## src/rtl/adder_result_streamer_if.sv

```systemverilog
// Byte stream from the adder result streamer to a byte-oriented consumer.
// master drives the beat, slave returns out_ready.
interface adder_result_streamer_if;
  logic [7:0] out_data;
  logic       out_valid;
  logic       out_ready;
  logic       out_last;
  logic [2:0] out_idx;

  modport master (
    output out_data,
    output out_valid,
    output out_last,
    output out_idx,
    input  out_ready
  );

  modport slave (
    input  out_data,
    input  out_valid,
    input  out_last,
    input  out_idx,
    output out_ready
  );
endinterface

```

## src/rtl/adder_result_streamer.sv

```systemverilog
// Captures one adder result (sum + carry) on load and streams it LSB byte first,
// optionally followed by a carry beat, over an 8-bit valid/ready interface.
module adder_result_streamer #(
  parameter int NBYTES     = 4,
  parameter int SEND_CARRY = 1
) (
  input  logic                    clk,
  input  logic                    rst,
  input  logic                    load,
  input  logic [8*NBYTES-1:0]     sum,
  input  logic                    carry,
  adder_result_streamer_if.master stream,
  output logic                    busy,
  output logic                    overrun
);

  typedef enum logic {IDLE, SEND} state_t;

  localparam int         BEATS    = NBYTES + SEND_CARRY;
  localparam logic [2:0] LAST_IDX = 3'(BEATS - 1);

  state_t              state, state_n;
  logic [8*NBYTES-1:0] hold_sum, hold_sum_n;
  logic                hold_carry, hold_carry_n;
  logic [7:0]          data_q, data_n;
  logic                valid_q, valid_n;
  logic                last_q, last_n;
  logic [2:0]          idx_q, idx_n;
  logic                busy_n, overrun_n;
  logic [2:0]          idx_inc;
  logic [7:0]          next_byte;
  logic                xfer;

  assign idx_inc = idx_q + 3'd1;
  assign xfer    = valid_q & stream.out_ready;

  // Byte that becomes visible once the current beat has been accepted.
  always_comb begin
    next_byte = 8'h00;
    for (int k = 0; k < NBYTES; k++) begin
      if (idx_inc == 3'(k)) next_byte = hold_sum[8*k +: 8];
    end
    if (SEND_CARRY != 0 && idx_inc == 3'(NBYTES)) next_byte = {7'b0, hold_carry};
  end

  always_comb begin
    state_n      = state;
    hold_sum_n   = hold_sum;
    hold_carry_n = hold_carry;
    data_n       = data_q;
    valid_n      = valid_q;
    last_n       = last_q;
    idx_n        = idx_q;
    busy_n       = busy;
    overrun_n    = overrun;
    case (state)
      IDLE: begin
        if (load) begin
          state_n      = SEND;
          hold_sum_n   = sum;
          hold_carry_n = carry;
          data_n       = sum[7:0];
          valid_n      = 1'b1;
          last_n       = (LAST_IDX == 3'd0);
          idx_n        = 3'd0;
          busy_n       = 1'b1;
        end
      end
      SEND: begin
        if (xfer && last_q) begin
          if (load) begin
            // New result follows the final beat with no bubble.
            hold_sum_n   = sum;
            hold_carry_n = carry;
            data_n       = sum[7:0];
            last_n       = (LAST_IDX == 3'd0);
            idx_n        = 3'd0;
          end else begin
            state_n = IDLE;
            data_n  = 8'h00;
            valid_n = 1'b0;
            last_n  = 1'b0;
            idx_n   = 3'd0;
            busy_n  = 1'b0;
          end
        end else begin
          if (xfer) begin
            idx_n  = idx_inc;
            data_n = next_byte;
            last_n = (idx_inc == LAST_IDX);
          end
          if (load) overrun_n = 1'b1;
        end
      end
    endcase
  end

  always_ff @(posedge clk) begin
    if (rst) begin
      state      <= IDLE;
      hold_sum   <= '0;
      hold_carry <= 1'b0;
      data_q     <= 8'h00;
      valid_q    <= 1'b0;
      last_q     <= 1'b0;
      idx_q      <= 3'd0;
      busy       <= 1'b0;
      overrun    <= 1'b0;
    end else begin
      state      <= state_n;
      hold_sum   <= hold_sum_n;
      hold_carry <= hold_carry_n;
      data_q     <= data_n;
      valid_q    <= valid_n;
      last_q     <= last_n;
      idx_q      <= idx_n;
      busy       <= busy_n;
      overrun    <= overrun_n;
    end
  end

  assign stream.out_data  = data_q;
  assign stream.out_valid = valid_q;
  assign stream.out_last  = last_q;
  assign stream.out_idx   = idx_q;

endmodule

```

## src/flat_wrapper.sv

```systemverilog
// flat-port wrapper written by rule: the top's interface ports become plain ports
module adder_result_streamer_flat 
#(
  parameter int NBYTES     = 4,
  parameter int SEND_CARRY = 1
)
  (clk, rst, load, sum, carry, busy, overrun, stream_out_data, stream_out_valid, stream_out_last, stream_out_idx, stream_out_ready);
  adder_result_streamer_if stream_i ();
  input  logic clk;
  input  logic rst;
  input  logic load;
  input  logic [8*NBYTES-1:0] sum;
  input  logic carry;
  output logic busy;
  output logic overrun;
  output wire logic [$bits(stream_i.out_data)-1:0] stream_out_data;
  output wire logic [$bits(stream_i.out_valid)-1:0] stream_out_valid;
  output wire logic [$bits(stream_i.out_last)-1:0] stream_out_last;
  output wire logic [$bits(stream_i.out_idx)-1:0] stream_out_idx;
  input wire logic [$bits(stream_i.out_ready)-1:0] stream_out_ready;
  assign stream_out_data = stream_i.out_data;
  assign stream_out_valid = stream_i.out_valid;
  assign stream_out_last = stream_i.out_last;
  assign stream_out_idx = stream_i.out_idx;
  assign stream_i.out_ready = stream_out_ready;
  adder_result_streamer #(.NBYTES(NBYTES), .SEND_CARRY(SEND_CARRY)) u_core (.clk(clk), .rst(rst), .load(load), .sum(sum), .carry(carry), .stream(stream_i), .busy(busy), .overrun(overrun));
endmodule
```

## config.mk

```make
export PLATFORM = sky130hd
export DESIGN_NAME = adder_result_streamer_flat
export DESIGN_NICKNAME = d
export VERILOG_FILES = /design/src/rtl/adder_result_streamer_if.sv /design/src/rtl/adder_result_streamer.sv /design/src/flat_wrapper.sv
export SDC_FILE = /design/constraint.sdc
export NUM_CORES = 1
export LEC_CHECK = 0
export BUFFER_PORTS_ARGS = -buffer_cell sky130_fd_sc_hd__buf_4
export CAP_MARGIN = 10
export CELL_PAD_IN_SITES_DETAIL_PLACEMENT = 1
export CELL_PAD_IN_SITES_GLOBAL_PLACEMENT = 1
export CORE_ASPECT_RATIO = 1.25
export CORE_UTILIZATION = 43
export CTS_BUF_LIST = sky130_fd_sc_hd__clkbuf_2 sky130_fd_sc_hd__clkbuf_4 sky130_fd_sc_hd__clkbuf_8
export DETAILED_ROUTE_END_ITERATION = 10
export MAX_ROUTING_LAYER = met4
export PLACE_DENSITY = 0.88
export SLEW_MARGIN = 10
export SYNTH_ARGS = -nofsm -noshare
export SYNTH_HDL_FRONTEND = slang
export SYNTH_SLANG_ARGS = --single-unit
```

## constraint.sdc

```tcl
create_clock -name clk -period 3.58 [get_ports clk]
set_input_delay 0.179 -clock clk [delete_from_list [all_inputs] [get_ports clk]]
set_output_delay 0.179 -clock clk [all_outputs]
set_load 0.1 [all_outputs]
```

Yosys cells after proc, flatten, opt, wreduce, memory -nomap -nowiden
Index checks and enable logic that the tools add are counted.
{"block": "word_totals", "wordCells": 56, "inputBits": 37, "output_inout_bits": 15, "reg_bits": 48}
{"block": "op_classes", "bitwise": 3, "n_eq_ne": 8, "n_addsub": 1, "mux": 31, "n_reduce_logical": 5}
{"op": "two-way mux 8 bit", "count": 9}
{"op": "two-way mux 32 bit", "count": 2}
{"op": "one-hot mux 32 bit (2 select lines)", "count": 1}
{"op": "one-hot mux 8 bit (2 select lines)", "count": 1}
{"op": "two-way mux 1 bit", "count": 10}
{"op": "two-way mux 3 bit", "count": 3}
{"op": "one-hot mux 1 bit (2 select lines)", "count": 4}
{"op": "== test 3 x 2 -> 1 bit (second input constant)", "count": 2}
{"op": "!= test 2 bit (second input constant)", "count": 3}
{"op": "one-hot mux 3 bit (2 select lines)", "count": 1}
{"op": "AND reduction 3 bit", "count": 2}
{"op": "adder 3 x 1 -> 3 bit (second input constant)", "count": 1}
{"op": "== test 3 x 1 -> 1 bit (second input constant)", "count": 1}
{"op": "== test 3 bit (second input constant)", "count": 1}
{"op": "zero test 3 bit", "count": 1}
{"op": "!= test 3 bit (second input constant)", "count": 1}
{"op": "NOT 1 bit", "count": 2}
{"op": "AND reduction 2 bit", "count": 1}
{"op": "AND 1 bit", "count": 1}
{"op": "logical AND 1 bit", "count": 1}

Logic depth before layout (Yosys ltp)
{"block": "depth", "word_depth": 10, "ltp_mapped": 7, "mapped_depth_nobuf": 6}

Worst setup path before layout
No wires, ideal clock.
{"block": "synth_timing", "path_type": "register -> register", "from": "register u_core.idx_q[0] (netlist: u_core.stream.out_idx[0])", "to": "register u_core.data_q[1] (netlist: u_core.stream.out_data[1])", "arrival_time_ps": 2245, "slack_ps": 1249, "path_buffers": 1, "setup_ps": 86, "path_stages_with_launch": 8, "path_cell_list": "dfxtp_1 -> inv_1 -> ha_1 -> buf_2 -> o21a_1 -> and3b_1 -> o221ai_1 -> a211oi_1"}
{"block": "synth_via", "elab_chain_cells": 10, "elab_cells_between_ends": 14}
{"element": "start, declared", "line_no": "adder_result_streamer.sv:28", "source": "logic [2:0] idx_q, idx_n;"}
{"element": "start signal, assigned", "line_no": "adder_result_streamer.sv:116", "source": "idx_q <= idx_n;"}
{"element": "adder 3 x 1 -> 3 bit *", "line_no": "adder_result_streamer.sv:34", "source": "assign idx_inc = idx_q + 3'd1;"}
{"element": "zero test 3 bit", "line_no": "adder_result_streamer.sv:41", "source": "if (idx_inc == 3'(k)) next_byte = hold_sum[8*k +: 8];"}
{"element": "two-way mux 8 bit (4 in a row)", "line_no": "adder_result_streamer.sv:41"}
{"element": "two-way mux 8 bit *", "line_no": "adder_result_streamer.sv:43", "source": "if (SEND_CARRY != 0 && idx_inc == 3'(NBYTES)) next_byte = {7'b0, hold_carry};"}
{"element": "two-way mux 8 bit *", "line_no": "adder_result_streamer.sv:87", "source": "if (xfer) begin"}
{"element": "two-way mux 8 bit *", "line_no": "adder_result_streamer.sv:70", "source": "if (xfer && last_q) begin"}
{"element": "one-hot mux 8 bit (2 select lines) *", "line_no": "adder_result_streamer.sv:56", "source": "case (state)"}
{"element": "end signal, assigned", "line_no": "adder_result_streamer.sv:113", "source": "data_q <= data_n;"}
{"element": "end, declared", "line_no": "adder_result_streamer.sv:25", "source": "logic [7:0] data_q, data_n;"}
Mark *: on every way between the ends. The rest lies on a longest branch, timed or not. The select of a mux whose other input is x is not followed.
A chain may end at the register's enable or synchronous reset.

Worst setup path in the final report
{"block": "layout_timing", "from": "register u_core.state", "to": "register u_core.data_q[1] (netlist: u_core.stream.out_data[1])"}
{"block": "layout_via", "elab_chain_cells": 3, "elab_cells_between_ends": 5}
{"element": "start, declared", "line_no": "adder_result_streamer.sv:22", "source": "state_t state, state_n;"}
{"element": "start signal, assigned", "line_no": "adder_result_streamer.sv:110", "source": "state <= state_n;"}
{"element": "NOT 1 bit", "line_no": "adder_result_streamer.sv:56"}
{"element": "!= test 2 bit (no line)"}
{"element": "AND reduction 2 bit (no line)"}
Parallel ways exist; a longest one is shown, timed or not.

==> impl_metrics.yaml <==
floorplan:
  core-area_mm2: 0.004870
  chipHeight_um: 82.44
  fp.dieArea_mm2: 0.005470
  io_pins: 52
  die_w_um: 66.35
  start_util: 0.4571
  rows: 28
clock_network:
  ctsResizeCount: 0
  cts_tree: "done"
  cts_buffers: 5
  cts_root_buf: "clkbuf_8"
  post_cts.repair.setup_buffers: 0
  numClockSinks: 48
  insertion_delay_ns: 0.31
  ctsHoldBuffers: 0
  cts_max_path_buffers: 2
  clk_pin_slew_worst_paths_ns: 0.09
  ctsHtreeMaxLevel: 2
logic_synthesis:
  ys_seq_area_frac: 0.4317
  yosysMostFrequentCell: "nand2_1"
  post_synth_num_cell_types: 33
  synth_nets: 321
  synth_ff_type: "dfxtp_1"
  synth_top_area_share: 0.4317
  synth_edf_count: 0
  syn_area_mm2: 0.002226
  synth_area_leaders: "dfxtp_1, a21oi_1, nand2_1"
  ys_async_sr_fraction: 0
  synth_cells: 278
  synth_common_cells: "nand2_1, a21oi_1, dfxtp_1, nor2_1"
  synth.avg_cell_area_um2: 8.007
  yosys.area.top_type: "dfxtp_1"
  ys.warnings.count: 0
  ys_ff_latch: 48
timing:
  maxSlewHeadroom: 0.2266
  rsz0062_at_grt: "false"
  worstMarginPinSlew_ns: 1.155
  max_clock_freq_mhz: 487.8
  finalCritPeriodShare: 0.5727
  finalHoldViolations: 0
  drv_slew: 0
  finalCriticalPeriod_ns: 2.050
  finalSetupViolCount: 0
  setup_tns_ns: 0
  fin_worst_skew_ns: 0.01057
routing:
  first_iter_violations: 116
  viasPerCell: 5.483
  routed_wl_mm: 5.920
  drc: 0
  wire_per_inst_um: 15.54
  dr.pass1.iters: 4
  via_count: 2089
  antenna_left: 0
layout:
  fillers: 620
  areaGrowthSynthToFinish_pct: 21.08
  antenna_cells: 0
  final-seq-area_um2: 960.9
  nNetsFinal: 363
  multi_input_area_mm2: 0.001147
  layout-drive-gt1-share: 0.2150
worst_setup_path:
  critPathLaunchType: "flop"
  r2r-start: "u_core.state"
  reg2reg_depth: 4
  crit_required_ns: 3.81
  criticalPathCategory: "flop to flop"
  crit_slowest_cell: "a31oi_1"
  cp_top_family: "compound AO/OA/AOI/OAI gates"
  cp_max_fo: 13
  r2r_setup_slack_ns: 1.53
  path_cells: "nor2b_1 -> a31oi_1 -> a21oi_1 -> a211oi_1"
  critPathBufInv: 0
  rr_endpoint: "u_core.stream.out_data[1]"
  arrival_ns: 2.28
  end_kind: "flop"
  crit_path_max_incr_delay_ns: 0.86
global_routing:
  grtUsageTotal: 0.2348
  grt_max_degree: 50
  antenna_found_initial: 0
  grt.overflow.total: 0
  grt_pass1_vias: 1933
  grt_pass1_wl_mm: 9.384
placed_design:
  hpwl_mm: 4.141
  port-buffer-count: 51
  place_congestion: 0.8032
min_path:
  holdPathStages: 3
  worstHoldEndpoint: "u_core.hold_sum[9]"
  hp-start: "sum[9]"
  hold_class: "primary input to flop"
status:
  run_status: "finished clean"
run:
  maxCapViolCount: 0
power_and_ir_drop:
  irDropWorstVdd_mv: 0.2168
  cellLeakagePower_uw: 0.001104
  power_uw: 1136
  power.density_mw_per_mm2: 421.5
-- cell type report --
| class | count | area share |
|---|---|---|
| clock buffers | 5 | 0.02553 |
| clock inverters | 3 | 0.006964 |
| inverters | 7 | 0.009749 |
| multi-input cells | 205 | 0.4257 |
| flip-flops and latches | 48 | 0.3565 |
| well taps | 60 | 0.02786 |
| repair buffers | 53 | 0.1476 |
-- flip-flops by register name, indices dropped and copies added, names as in the netlist --
| register | count |
|---|---|
| u_core.hold_carry | 1 |
| u_core.hold_sum | 32 |
| u_core.stream.out_last | 1 |
| u_core.stream.out_idx | 3 |
| u_core.state | 1 |
| u_core.stream.out_data | 8 |
| u_core.busy | 1 |
| u_core.overrun | 1 |
-- kinds of logic (layout without fill, tap and decap cells) --
logic type	count (synthesis)	count (layout)	share of synthesized area
and+or+nand+nor	111	111	0.2400
adders and majority gates	6	6	0.03373
AOI/OAI and AO/OA	88	88	0.2417
DFF	48	48	0.4317
buffers and inverters	25	68	0.05284
-- worst register-to-register path, delay by kind of cell, from the launching register on --
kind | cells | cell delay [ns]
compound gates | 3 | 1.26
flops | 1 | 0.61
simple gates | 1 | 0.12
-- layer usage --
metal	track usage	vias up	part of all wire
li1	-	1054	-
met1	0.2883	980	0.46
met2	0.3959	49	0.50
met3	0.04121	6	0.030
met4	0.06383	0	0.011
met5	-	-	0
-- report_power, final --
group	internal [uW]	total (uW)	switching (uW)
logic	71.7	225	154
registers	565	587	22.5
clock network	136	323	187
total	773	1140	363
-- metrics by stage --
stage | area [um2] | worst slack [ns] | util | hold WS (ns) | std cells
floorplan | 2226 | 1.249 | - | 0.2964 | 278
global placement | 2608 | 1.657 | 0.5355 | 0.4260 | 373
detailed placement | 2608 | 1.575 | 0.5355 | 0.4359 | 373
CTS | 2695 | 1.529 | 0.5534 | 0.1040 | 381
global route | 2695 | 1.347 | 0.5534 | 0.1054 | 381
finish | 2695 | 1.530 | 0.5534 | 0.1100 | 381
-- cells in the final DEF (no fill, tap or decap), drive strengths merged, types with 2 or more instances in the layout --
master / synthesis / layout
o221ai: 7 / 7
nand2: 68 / 68
dfxtp: 48 / 48
clkbuf: 7 / 5
buf: 11 / 53
nor2: 16 / 16
nor3: 2 / 2
a22oi: 2 / 2
clkinv: 0 / 3
ha: 6 / 6
nand4: 2 / 2
nand3: 2 / 2
and3b: 8 / 8
nand3b: 9 / 9
a21oi: 53 / 53
inv: 7 / 7
and3: 2 / 2
a21boi: 9 / 9
o21ai: 4 / 4
a211oi: 7 / 7
a31oi: 2 / 2
-- how the worst max path moves through the flow --
| stage | startpoint | to | cells past startpoint |
|---|---|---|---|
| finish | u_core.state | u_core.stream.out_data[1] | 4 |
| global route | u_core.state | u_core.stream.out_data[1] | 4 |
| CTS | u_core.stream.out_idx[0] | u_core.stream.out_data[0] | 6 |
| detailed placement | u_core.state | u_core.stream.out_data[1] | 4 |
| global placement | u_core.stream.out_idx[0] | u_core.stream.out_data[0] | 6 |
| floorplan | u_core.stream.out_idx[0] | u_core.stream.out_data[1] | 7 |
No activity file was read; power rests on OpenSTA's default activity.
